### config.mk
export PLATFORM = sky130hd
export DESIGN_NAME = motoro3_ramp_ctrl_flat
export DESIGN_NICKNAME = d
export VERILOG_FILES = /design/src/rtl/motoro3_ramp_ctrl_pkg.sv /design/src/rtl/motoro3_ramp_ctrl_if.sv /design/src/rtl/motoro3_ramp_ctrl_tick_div.sv /design/src/rtl/motoro3_ramp_ctrl.sv /design/src/flat_wrapper.sv
export SDC_FILE = /design/constraint.sdc
export NUM_CORES = 1
export LEC_CHECK = 0
export BUFFER_PORTS_ARGS = -buffer_cell sky130_fd_sc_hd__clkbuf_2
export CORE_MARGIN = 10
export CORE_UTILIZATION = 61
export DETAILED_ROUTE_END_ITERATION = 10
export PLACE_DENSITY = 0.81
export SETUP_SLACK_MARGIN = 0.5
export SYNTH_ARGS = -nofsm -noshare
export SYNTH_HDL_FRONTEND = slang
export SYNTH_HIERARCHICAL = 1
export SYNTH_SLANG_ARGS = --single-unit
### constraint.sdc
create_clock -name clk -period 4.2 [get_ports clk]
set_input_delay 0.63 -clock clk [delete_from_list [all_inputs] [get_ports clk]]
set_output_delay 0.63 -clock clk [all_outputs]
set_load 0.01 [all_outputs]
### src/rtl/motoro3_ramp_ctrl_pkg.sv
// Shared types, defaults and helpers for the motoro3 ramp sequencer.
package motoro3_ramp_ctrl_pkg;

    typedef enum logic [2:0] {
        ST_IDLE,
        ST_RAMP,
        ST_HOLD,
        ST_DOWN,
        ST_BRAKE
    } state_t;

    localparam int DEF_FREQ_W    = 10;
    localparam int DEF_FREQ_MIN  = 1;
    localparam int DEF_FREQ_MAX  = 1000;
    localparam int DEF_DIV_W     = 16;
    localparam int DEF_BRAKE_CYC = 1000;

    // Saturate a requested frequency into the legal core range.
    function automatic int clamp_freq(input int f, input int lo, input int hi);
        if (f < lo) return lo;
        if (f > hi) return hi;
        return f;
    endfunction

endpackage

### src/rtl/motoro3_ramp_ctrl_if.sv
// Command handshake between a requester and the ramp sequencer.
interface motoro3_ramp_ctrl_if
    import motoro3_ramp_ctrl_pkg::*;
#(
    parameter int FREQ_W = DEF_FREQ_W
);
    logic              cmdValid;
    logic              cmdReady;
    logic              cmdRun;
    logic              cmdDir;
    logic [FREQ_W-1:0] cmdFreq;

    modport master (output cmdValid, output cmdRun, output cmdDir, output cmdFreq, input cmdReady);
    modport slave  (input cmdValid, input cmdRun, input cmdDir, input cmdFreq, output cmdReady);
endinterface

### src/rtl/motoro3_ramp_ctrl_tick_div.sv
// Clock divider producing a one-cycle tick every max(div,1) enabled clocks.
module motoro3_tick_div #(
    parameter int DIV_W = 16
) (
    input  logic             clk,
    input  logic             nRst,
    input  logic             clr,
    input  logic             en,
    input  logic [DIV_W-1:0] div,
    output logic             tick
);
    logic [DIV_W-1:0] cnt;
    logic [DIV_W-1:0] lim;

    // A zero divider behaves like one: tick on every enabled cycle.
    always_comb lim = (div == '0) ? '0 : div - DIV_W'(1);

    // >= so that a divider shrunk below the running count fires at once.
    assign tick = en && (cnt >= lim);

    // Count while enabled, restart on tick or on an explicit clear.
    always_ff @(posedge clk) begin
        if (!nRst || clr)
            cnt <= '0;
        else if (en)
            cnt <= tick ? '0 : cnt + DIV_W'(1);
    end
endmodule

### src/rtl/motoro3_ramp_ctrl.sv
// Sequencer in front of the motoro3 core: ramps frequency with INC/DEC pulses,
// ramps down and brakes before a direction flip or a stop.
module motoro3_ramp_ctrl
    import motoro3_ramp_ctrl_pkg::*;
#(
    parameter int FREQ_W    = DEF_FREQ_W,
    parameter int FREQ_MIN  = DEF_FREQ_MIN,
    parameter int FREQ_MAX  = DEF_FREQ_MAX,
    parameter int DIV_W     = DEF_DIV_W,
    parameter int BRAKE_CYC = DEF_BRAKE_CYC
) (
    input  logic                clk,
    input  logic                nRst,
    motoro3_ramp_ctrl_if.slave  cmd,
    input  logic [DIV_W-1:0]    rampDiv,
    output logic                m3start,
    output logic                m3forceStop,
    output logic                m3invRotate,
    output logic                m3freqINC,
    output logic                m3freqDEC,
    output logic [FREQ_W-1:0]   curFreq,
    output logic                atTarget
);
    localparam logic [FREQ_W-1:0] F_MIN     = FREQ_W'(FREQ_MIN);
    localparam logic [FREQ_W-1:0] F_MAX     = FREQ_W'(FREQ_MAX);
    localparam logic [DIV_W-1:0]  BRAKE_DIV = DIV_W'(BRAKE_CYC);

    state_t            state, state_nxt;
    logic [FREQ_W-1:0] target, target_nxt, cur_nxt, cmd_target;
    logic              inv_nxt, stop_pend, stop_nxt, rev_pend, rev_nxt;
    logic              inc_nxt, dec_nxt, ready_q;
    logic              accept, entering, ramp_en, brake_en, ramp_tick, brake_tick;

    assign cmd.cmdReady = ready_q;
    assign accept       = cmd.cmdValid && ready_q;
    assign cmd_target   = FREQ_W'(clamp_freq(int'(cmd.cmdFreq), FREQ_MIN, FREQ_MAX));
    assign entering     = (state_nxt != state);
    assign ramp_en      = (state == ST_RAMP) || (state == ST_DOWN);
    assign brake_en     = (state == ST_BRAKE);

    // Step-rate divider; rampDiv is used live so changes apply at the next compare.
    motoro3_tick_div #(.DIV_W(DIV_W)) u_ramp_div (
        .clk(clk), .nRst(nRst), .clr(entering), .en(ramp_en), .div(rampDiv), .tick(ramp_tick)
    );

    // Brake hold timer, same divider with a fixed length.
    motoro3_tick_div #(.DIV_W(DIV_W)) u_brake_div (
        .clk(clk), .nRst(nRst), .clr(entering), .en(brake_en), .div(BRAKE_DIV), .tick(brake_tick)
    );

    // State register.
    always_ff @(posedge clk) begin
        if (!nRst) state <= ST_IDLE;
        else       state <= state_nxt;
    end

    // Next-state, frequency tracking and pending-request decisions.
    always_comb begin
        state_nxt  = state;
        cur_nxt    = curFreq;
        target_nxt = target;
        inv_nxt    = m3invRotate;
        stop_nxt   = stop_pend;
        rev_nxt    = rev_pend;
        inc_nxt    = 1'b0;
        dec_nxt    = 1'b0;
        case (state)
            ST_IDLE: begin
                if (accept && cmd.cmdRun) begin
                    state_nxt  = ST_RAMP;
                    inv_nxt    = cmd.cmdDir;
                    cur_nxt    = F_MIN;
                    target_nxt = cmd_target;
                end
            end
            ST_RAMP, ST_HOLD: begin
                if (accept && !cmd.cmdRun) begin
                    stop_nxt  = 1'b1;
                    state_nxt = ST_DOWN;
                end else if (accept && (cmd.cmdDir != m3invRotate)) begin
                    rev_nxt    = 1'b1;
                    target_nxt = cmd_target;
                    state_nxt  = ST_DOWN;
                end else begin
                    // A same-direction run command retargets immediately.
                    if (accept) target_nxt = cmd_target;
                    if (curFreq == target_nxt) begin
                        state_nxt = ST_HOLD;
                    end else begin
                        state_nxt = ST_RAMP;
                        if (ramp_tick) begin
                            if (curFreq < target_nxt && curFreq < F_MAX) begin
                                cur_nxt = curFreq + FREQ_W'(1);
                                inc_nxt = 1'b1;
                            end else if (curFreq > target_nxt && curFreq > F_MIN) begin
                                cur_nxt = curFreq - FREQ_W'(1);
                                dec_nxt = 1'b1;
                            end
                        end
                    end
                end
            end
            ST_DOWN: begin
                if (curFreq == F_MIN) begin
                    state_nxt = ST_BRAKE;
                end else if (ramp_tick && curFreq > F_MIN) begin
                    cur_nxt = curFreq - FREQ_W'(1);
                    dec_nxt = 1'b1;
                end
            end
            ST_BRAKE: begin
                if (brake_tick) begin
                    if (stop_pend) begin
                        state_nxt  = ST_IDLE;
                        cur_nxt    = '0;
                        target_nxt = '0;
                        stop_nxt   = 1'b0;
                        rev_nxt    = 1'b0;
                    end else begin
                        state_nxt = ST_RAMP;
                        inv_nxt   = ~m3invRotate;
                        rev_nxt   = 1'b0;
                    end
                end
            end
            default: state_nxt = ST_IDLE;
        endcase
    end

    // Registered outputs and datapath, decoded from the upcoming state.
    always_ff @(posedge clk) begin
        if (!nRst) begin
            curFreq     <= '0;
            target      <= '0;
            m3invRotate <= 1'b0;
            stop_pend   <= 1'b0;
            rev_pend    <= 1'b0;
            m3freqINC   <= 1'b0;
            m3freqDEC   <= 1'b0;
            m3start     <= 1'b0;
            m3forceStop <= 1'b1;
            atTarget    <= 1'b0;
            ready_q     <= 1'b1;
        end else begin
            curFreq     <= cur_nxt;
            target      <= target_nxt;
            m3invRotate <= inv_nxt;
            stop_pend   <= stop_nxt;
            rev_pend    <= rev_nxt;
            m3freqINC   <= inc_nxt;
            m3freqDEC   <= dec_nxt;
            m3start     <= (state_nxt != ST_IDLE);
            m3forceStop <= (state_nxt == ST_IDLE) || (state_nxt == ST_BRAKE);
            atTarget    <= (state_nxt == ST_HOLD);
            ready_q     <= (state_nxt == ST_IDLE) || (state_nxt == ST_RAMP) || (state_nxt == ST_HOLD);
        end
    end
endmodule

### src/flat_wrapper.sv
// flat-port wrapper written by rule: the top's interface ports become plain ports
module motoro3_ramp_ctrl_flat import motoro3_ramp_ctrl_pkg::*;
#(
    parameter int FREQ_W    = DEF_FREQ_W,
    parameter int FREQ_MIN  = DEF_FREQ_MIN,
    parameter int FREQ_MAX  = DEF_FREQ_MAX,
    parameter int DIV_W     = DEF_DIV_W,
    parameter int BRAKE_CYC = DEF_BRAKE_CYC
)
  (clk, nRst, rampDiv, m3start, m3forceStop, m3invRotate, m3freqINC, m3freqDEC, curFreq, atTarget, cmd_cmdValid, cmd_cmdRun, cmd_cmdDir, cmd_cmdFreq, cmd_cmdReady);
  motoro3_ramp_ctrl_if #(.FREQ_W(FREQ_W)) cmd_i ();
  input  logic clk;
  input  logic nRst;
  input  logic [DIV_W-1:0] rampDiv;
  output logic m3start;
  output logic m3forceStop;
  output logic m3invRotate;
  output logic m3freqINC;
  output logic m3freqDEC;
  output logic [FREQ_W-1:0] curFreq;
  output logic atTarget;
  input wire logic [$bits(cmd_i.cmdValid)-1:0] cmd_cmdValid;
  input wire logic [$bits(cmd_i.cmdRun)-1:0] cmd_cmdRun;
  input wire logic [$bits(cmd_i.cmdDir)-1:0] cmd_cmdDir;
  input wire logic [$bits(cmd_i.cmdFreq)-1:0] cmd_cmdFreq;
  output wire logic [$bits(cmd_i.cmdReady)-1:0] cmd_cmdReady;
  assign cmd_i.cmdValid = cmd_cmdValid;
  assign cmd_i.cmdRun = cmd_cmdRun;
  assign cmd_i.cmdDir = cmd_cmdDir;
  assign cmd_i.cmdFreq = cmd_cmdFreq;
  assign cmd_cmdReady = cmd_i.cmdReady;
  motoro3_ramp_ctrl #(.FREQ_W(FREQ_W), .FREQ_MIN(FREQ_MIN), .FREQ_MAX(FREQ_MAX), .DIV_W(DIV_W), .BRAKE_CYC(BRAKE_CYC)) u_core (.clk(clk), .nRst(nRst), .cmd(cmd_i), .rampDiv(rampDiv), .m3start(m3start), .m3forceStop(m3forceStop), .m3invRotate(m3invRotate), .m3freqINC(m3freqINC), .m3freqDEC(m3freqDEC), .curFreq(curFreq), .atTarget(atTarget));
endmodule
==> results.py, run 1 <==
metrics = {
    "outcome": {
        "outcome": "completed",
    },
    "floorplan": {
        "pin_count": 48,
        "dieWidth_um": 114,
        "die_h_um": 114,
        "start_util": 0.618,
        "num_rows": 34,
        "dieArea_um2": 12900,
        "core_um2": 8640,
    },
    "place": {
        "gp_congestion": 0.903,
        "pre_cts_ws_ps": 30.9,
        "hpwl_um": 10400,
        "numPortBuffers": 47,
    },
    "yosys": {
        "ys_types": 76,
        "syn_area_um2": 5340,
        "yosys_warnings": 6,
        "ys_seq_elements": 63,
        "syn-instance-count": 673,
        "ys.flop_type": "dfxtp_1",
        "yosysSeqAreaShare": 0.236,
        "synth_area_leaders": "dfxtp_1, ha_1, nor2_1, nand2_1, xor2_1",
        "yosysTopAreaCell": "dfxtp_1",
        "synth.avg_cell_area_um2": 7.93,
        "synth_edf_count": 0,
        "ys_async_sr_fraction": 0,
        "synth_top_area_share": 0.236,
    },
    "power_and_ir_drop": {
        "p_leak_uw": 0.00283,
        "switching_share": 0.341,
        "p_int_uw": 1190,
        "p_seq_frac": 0.362,
        "p_switching_uw": 618,
        "powerDensity_nw_per_um2": 277,
        "pwr-share-clk": 0.334,
        "p_comb_frac": 0.304,
        "irDropWorstVdd_mv": 0.184,
    },
    "worst_setup_path": {
        "cp_max_fo": 8,
        "crit_path_start_kind": "input pin",
        "criticalPathCategory": "in -> reg",
        "critPathArrivalTime_ps": 3980,
        "crit_required_ps": 4470,
        "r2r_slack_ps": 550,
        "end_kind": "register",
    },
    "route": {
        "drc": 0,
        "dr.pass1.iters": 6,
        "vias": 5513,
        "wl_um": 14900,
        "viasPerCell": 6.09,
        "wire_per_inst_um": 16.5,
        "initialDrtViolationCount": 461,
        "ant_nets": 0,
    },
    "clock_network": {
        "cts_tree": "yes",
        "path_clk_slew_ps": 80,
        "cts_root_buffer": "clkbuf_8",
        "clock_path_buffers": 2,
        "cts_buffers": 9,
        "ctsHtreeMaxLevel": 3,
        "cts.sinks": 63,
        "clk_latency_ps": 350,
    },
    "sta": {
        "setup_viol": 0,
        "worstMarginPinSlew_ps": 804,
        "rsz0062_at_grt": "yes",
        "fin_crit_sh": 0.882,
        "setup_slack_ps": 497,
        "hold_slack_ps": 458,
        "period_needed_ps": 3700,
        "final.setup.tns_ps": 0,
        "relSlewSlack": 0.464,
        "clock.fmax_mhz": 270,
        "final_max_slew_viol_count": 0,
        "clock_skew_ps": 16.0,
        "hold_viol": 0,
    },
    "hold_path": {
        "hold_path_class": "reg -> reg",
    },
    "final_layout": {
        "syn_to_final_growth_pct": 22.7,
        "diodes": 0,
        "nNetsFinal": 874,
        "drive_above_1_share": 0.218,
        "fillers": 618,
    },
    "global_routing": {
        "grt_pass1_vias": 5114,
        "grt_pass1_wl_um": 22600,
        "grt_antenna_before_repair": 0,
        "gr-total-overflow": 0,
        "grt_start_max_net_pins": 25,
        "grt.total_usage": 0.205,
    },
    "run": {
        "drv_cap": 0,
    },
}
-- cell type report --
| class | instances | area [µm²] | share of cell area |
|---|---|---|---|
| clock buffer | 11 | 141 | 0.0216 |
| clock inverter | 5 | 81.3 | 0.0124 |
| inverter | 20 | 75.1 | 0.0115 |
| multi-input combinational | 618 | 4340 | 0.663 |
| sequential | 63 | 1270 | 0.194 |
| tap | 108 | 135 | 0.0206 |
| timing repair buffer | 80 | 507 | 0.0774 |
-- cells in the final DEF (no fill, tap or decap), types with 4 or more instances in the layout --
cell,netlist,layout
nand3_1,17,16
mux2i_2,0,4
and2_1,9,6
or3_1,8,7
nand2_1,83,80
nor3_1,17,15
nand2b_1,10,9
a211oi_1,11,10
xor2_1,32,32
a31oi_1,10,8
o221ai_1,8,8
ha_1,51,50
clkbuf_8,0,10
o21ai_1,2,5
and3_1,15,13
nand4_1,20,20
a21oi_1,31,27
o221a_2,4,4
nand3b_1,7,7
nor2_2,1,7
inv_1,20,20
xnor2_1,23,22
clkbuf_2,2,41
buf_4,1,36
nor2b_1,8,7
o211ai_1,4,4
conb_1,2,50
dfxtp_1,63,60
mux2i_1,9,5
o21ai_0,24,21
nor4_4,4,4
nor2_1,87,80
o22ai_1,5,4
a31oi_4,2,4
-- registers in the layout, indices dropped and copies added, names as in the netlist --
register	count
u_core/m3freqINC	1
u_core/u_ramp_div/cnt	16
u_core/u_brake_div/cnt	16
u_core/atTarget	1
u_core/stop_pend	1
u_core/state	3
u_core/m3freqDEC	1
u_core/m3start	1
u_core/m3forceStop	1
u_core/curFreq	10
u_core/target	10
u_core/cmd.cmdReady	1
u_core/m3invRotate	1
-- through the flow --
stage / cells / power (µW) / utilization / cell area, µm²
global route: 905 / 1890 / 0.758 / 6550
finish: 905 / 1810 / 0.758 / 6550
detailed placement: 863 / 1110 / 0.677 / 5850
global placement: 863 / 1090 / 0.677 / 5850
CTS: 885 / 1720 / 0.711 / 6140
floorplan: 721 / 1000 / - / 5540
-- final timing paths --
check	start	cells past startpoint	to
worst max-delay path	cmd_cmdFreq[7]	17	u_core/u_brake_div/cnt[1]
worst min-delay path	u_core/target[0]	2	u_core/target[0]
worst max register to register	u_core/u_brake_div/cnt[0]	17	u_core/u_brake_div/cnt[1]
worst min register to register	u_core/target[0]	2	u_core/target[0]
-- Yosys cell counts, types with 8 or more instances --
cell      count
nor2_1       87
nand2_1      83
dfxtp_1      63
ha_1         51
xor2_1       32
a21oi_1      31
o21ai_0      24
xnor2_1      23
inv_1        20
nand4_1      20
nand3_1      17
nor3_1       17
and3_1       15
a211oi_1     11
clkbuf_1     11
a31oi_1      10
nand2b_1     10
and2_1        9
mux2i_1       9
nor2b_1       8
o221ai_1      8
or3_1         8
-- metal layers --
metal / GRT usage / vias up / wire length, µm / part of all wire
li1: - / 2644 / - / -
met1: 0.238 / 2545 / 5810 / 0.39
met2: 0.366 / 276 / 7580 / 0.51
met3: 0.0415 / 48 / 1120 / 0.075
met4: 0.0668 / 0 / 442 / 0.030
met5: 0 / - / 0 / 0
-- power groups by stage --
stage	combinational (µW)	clock, µW	sequential (µW)
2_1_floorplan	347	0	656
3_3_place_gp	430	0	664
3_5_place_dp	446	0	666
4_1_cts	460	604	653
5_1_grt	595	630	660
6_report	550	605	657
-- what timing repair did --
| item | CTS | global route |
|---|---|---|
| pin swaps | 6 | 36 |
| resized for setup | 7 | 72 |
| setup buffers | 5 | 18 |
| endpoints found under the setup margin | 35 | 40 |
| hold buffers | 0 | 0 |
| gates cloned | 1 | 2 |
-- kinds of logic (layout without fill, tap and decap cells) --
kind of cell / Yosys count / in the layout / synth area share
mux: 10 / 10 / 0.0190
simple gates: 313 / 315 / 0.306
buf+inv: 43 / 116 / 0.0394
other cells: 2 / 50 / 0.00141
compound gates: 135 / 136 / 0.186
flops: 63 / 63 / 0.236
xor+xnor: 55 / 55 / 0.0903
fa+ha+maj: 52 / 52 / 0.121
-- critical path: stages --
cell and delay [ps]:
buf_2 120, and4_4 270, nand3_4 100, and3_1 200, a21oi_1 270, ha_1 200, nand2_1 100, nor3_4 180
nand2b_1 80, a221o_1 370, mux2_4 330, o22ai_2 120, nand2_1 90, nand2b_4 160, a211oi_4 330, a31oi_4 230
nor2_1 190
(Power assumes the default switching activity.)
==> inputs of run 2 (changes only) <==
--- a/config.mk
+++ b/config.mk
@@ -5,11 +5,12 @@
 export SDC_FILE = /design/constraint.sdc
 export NUM_CORES = 1
 export LEC_CHECK = 0
+export ABC_AREA = 1
 export BUFFER_PORTS_ARGS = -buffer_cell sky130_fd_sc_hd__clkbuf_2
 export CORE_MARGIN = 10
-export CORE_UTILIZATION = 61
+export CORE_UTILIZATION = 62
 export DETAILED_ROUTE_END_ITERATION = 10
-export PLACE_DENSITY = 0.81
+export PLACE_DENSITY = 0.82
 export SETUP_SLACK_MARGIN = 0.5
 export SYNTH_ARGS = -nofsm -noshare
 export SYNTH_HDL_FRONTEND = slang
==> constraint.sdc (replaced) <==
create_clock -name clk -period 4.2 [get_ports clk]
set_input_delay 0.84 -clock clk [delete_from_list [all_inputs] [get_ports clk]]
set_output_delay 0.84 -clock clk [all_outputs]
set_load 0.01 [all_outputs]
==> run 2 against run 1 <==
Routed wire length fell by 6.8%. Clock-buffer cell count grew 1. Global-route usage decreased by 1.1 points. First-iteration DRC count decreased by 14%. Clock skew shrank 5.4 ps. Utilization is 4.0 points lower. Sequential cell count unchanged. Design area is 1.8% higher. Register-to-register slack better by 720 ps. Maximum frequency up 6.4%. Sequential power rose by 16%.
==> results.py, run 2 <==
metrics = {
    "final_layout": {
        "top_regs": "u_core/u_brake_div/cnt: 16 flops, u_core/u_ramp_div/cnt: 16 flops",
        "syn_to_final_growth_pct": 11.9,
        "fin_area_um2": 6670,
        "nNetsFinal": 1097,
        "diodes": 0,
        "final_cell_mix": "nand2_1, nor2_1, inv_1",
        "multiInputGateArea_um2": 4380,
        "final_common_cell": "nand2_1",
        "drive_above_1_share": 0.172,
        "fillers": 851,
        "seq_area_um2": 1260,
    },
    "route": {
        "drc": 0,
        "wire_per_inst_um": 12.1,
        "initialDrtViolationCount": 395,
        "viasPerCell": 5.18,
        "dr.pass1.iters": 5,
        "wl_um": 13900,
        "vias": 5945,
        "ant_nets": 0,
    },
    "sta": {
        "worstMarginPinSlew_ps": 604,
        "fin_crit_sh": 0.828,
        "clock_skew_ps": 10.6,
        "hold_viol": 0,
        "period_needed_ps": 3480,
        "final.setup.tns_ps": 0,
        "setup_viol": 0,
        "relSlewSlack": 0.596,
        "setup_slack_ps": 721,
        "rsz0062_at_grt": "yes",
        "final_max_slew_viol_count": 0,
        "clock.fmax_mhz": 287,
    },
    "place": {
        "placed_cell_area_um2": 6430,
        "gp_congestion": 0.904,
        "hpwl_um": 10900,
        "numPortBuffers": 47,
        "pre_cts_ws_ps": 291,
    },
    "run": {
        "drv_cap": 0,
    },
    "yosys": {
        "ys_async_sr_fraction": 0,
        "ys_types": 48,
        "synth_top_area_share": 0.212,
        "syn-instance-count": 921,
        "synth_edf_count": 0,
        "yosysTopAreaCell": "dfxtp_1",
        "synth.avg_cell_area_um2": 6.47,
        "synth.most_common_cell": "nand2_1",
        "syn_area_um2": 5960,
        "yosys_warnings": 6,
        "yosysSeqAreaShare": 0.212,
        "synth_common_cells": "nand2_1, nor2_1, inv_1, nand3_1, dfxtp_1",
        "synth_area_leaders": "dfxtp_1, nand2_1, ha_1, nor2_1, nand3_1",
        "ys_seq_elements": 63,
        "ys.flop_type": "dfxtp_1",
    },
    "power_and_ir_drop": {
        "switching_share": 0.473,
        "p_int_uw": 1370,
        "p_leak_uw": 0.00324,
        "p_switching_uw": 1230,
        "irDropWorstVdd_mv": 0.350,
        "p_comb_frac": 0.529,
        "pwr-share-clk": 0.178,
        "powerDensity_nw_per_um2": 390,
        "p_seq_frac": 0.293,
    },
    "clock_network": {
        "ctsHtreeMaxLevel": 3,
        "cts.sinks": 63,
        "cts_root_buffer": "clkbuf_8",
        "path_clk_slew_ps": 60,
        "cts_buffers": 9,
        "clk_latency_ps": 340,
        "clock_path_buffers": 2,
        "cts_tree": "yes",
    },
    "worst_setup_path": {
        "crit_path_start_kind": "input pin",
        "end_kind": "register",
        "critPathArrivalTime_ps": 3680,
        "criticalPathCategory": "in -> reg",
        "crit_required_ps": 4400,
        "cp_max_fo": 10,
    },
    "floorplan": {
        "pin_count": 48,
        "die_h_um": 118,
        "dieWidth_um": 118,
        "dieArea_um2": 13900,
        "start_util": 0.642,
        "num_rows": 35,
        "core_um2": 9280,
    },
    "global_routing": {
        "grt_start_max_net_pins": 20,
        "gr-total-overflow": 0,
        "grt_pass1_wl_um": 23600,
        "grt.total_usage": 0.194,
        "grt_antenna_before_repair": 0,
        "grt_pass1_vias": 5426,
    },
    "hold_path": {
        "hold_path_class": "reg -> reg",
    },
    "outcome": {
        "outcome": "completed",
    },
}
## run 2: cell count changes after synthesis, sizes merged, moves of 10 or more
cell / previous run / this run
a21oi: 31 / 44
a31oi: 12 / 2
and3: 15 / 0
clkbuf: 13 / 2
inv: 20 / 119
nand2: 85 / 238
nand2b: 10 / 0
nand3: 19 / 81
nor2: 88 / 146
or2: 2 / 17
xnor2: 23 / 9
## run 2: cells by family (layout without fill, tap and decap cells)
family | count (synthesis) | after routing | share of synthesized area
other | 2 | 51 | 0.00126
buffers and inverters | 135 | 183 | 0.0940
multiplexers | 6 | 6 | 0.0101
flip-flops | 63 | 63 | 0.212
AND/OR/NAND/NOR | 529 | 530 | 0.429
XOR/XNOR | 37 | 37 | 0.0544
AO/OA/AOI/OAI | 98 | 98 | 0.0926
adder cells (fa/ha/maj) | 51 | 51 | 0.107
## run 2: cell type report
| type | instances | share of cell area |
|---|---|---|
| Clock buffer | 12 | 0.0233 |
| Tap cell | 129 | 0.0242 |
| Clock inverter | 3 | 0.00281 |
| Inverter | 119 | 0.0670 |
| Timing Repair Buffer | 49 | 0.0375 |
| Multi-Input combinational cell | 773 | 0.656 |
| Sequential cell | 63 | 0.189 |
## run 2: per-stage QoR
step / total power [µW] / cells / hold WS (ps) / utilization
final: 2600 / 1148 / 496 / 0.718
after global routing: 2820 / 1148 / 533 / 0.718
after CTS: 2570 / 1145 / 491 / 0.711
after detailed placement: 2100 / 1130 / 478 / 0.692
after global placement: 2100 / 1130 / 475 / 0.692
after floorplan: 1860 / 970 / 457 / -
## run 2: power by group through the flow
stage | sequential, µW | clock [µW] | combinational, µW
6_report | 761 | 463 | 1380
5_1_grt | 774 | 505 | 1540
4_1_cts | 760 | 473 | 1330
3_5_place_dp | 772 | 0 | 1330
3_3_place_gp | 773 | 0 | 1320
2_1_floorplan | 760 | 0 | 1100
## run 2: layer usage
layer | wire length, µm | global-route usage | part of all wire | vias up
met5 | 0 | 0 | 0 | -
met4 | 285 | 0.0572 | 0.020 | 0
met3 | 780 | 0.0365 | 0.056 | 28
met2 | 6520 | 0.332 | 0.47 | 203
met1 | 6340 | 0.238 | 0.46 | 2597
li1 | - | - | - | 3117
## run 2: path summary, 6_finish.rpt
check,from,endpoint,slack (ps),cells after the start
worst max-delay path,rampDiv[5],u_core/curFreq[5],720,24
worst min-delay path,u_core/target[5],u_core/target[5],500,2
worst max register to register,u_core/cmd.cmdReady,u_core/u_ramp_div/cnt[7],1270,16
worst min register to register,u_core/target[5],u_core/target[5],500,2
## run 2: critical path, stage by stage
cell and delay [ps]:
clkbuf_2 100, nor2_1 180, nand2_1 160, nor2_4 170, inv_1 70, nor2_2 160
xor2_1 180, nand2_1 110, ha_4 280, nand4_1 90, nor3_2 150, nand2_1 70
nand2_1 70, nand2_1 90, inv_2 140, inv_1 60, nand2_1 60, nand3_1 70
nor2_2 150, nand3_4 130, inv_2 90, nand2_4 90, nand2_1 90, a21oi_2 60
## run 2: timing repair
item,in CTS,in global routing
gates resized for setup,0,14
buffers inserted,0,2
setup endpoints to repair,0,34
hold endpoints to repair,0,0
hold buffers,0,0
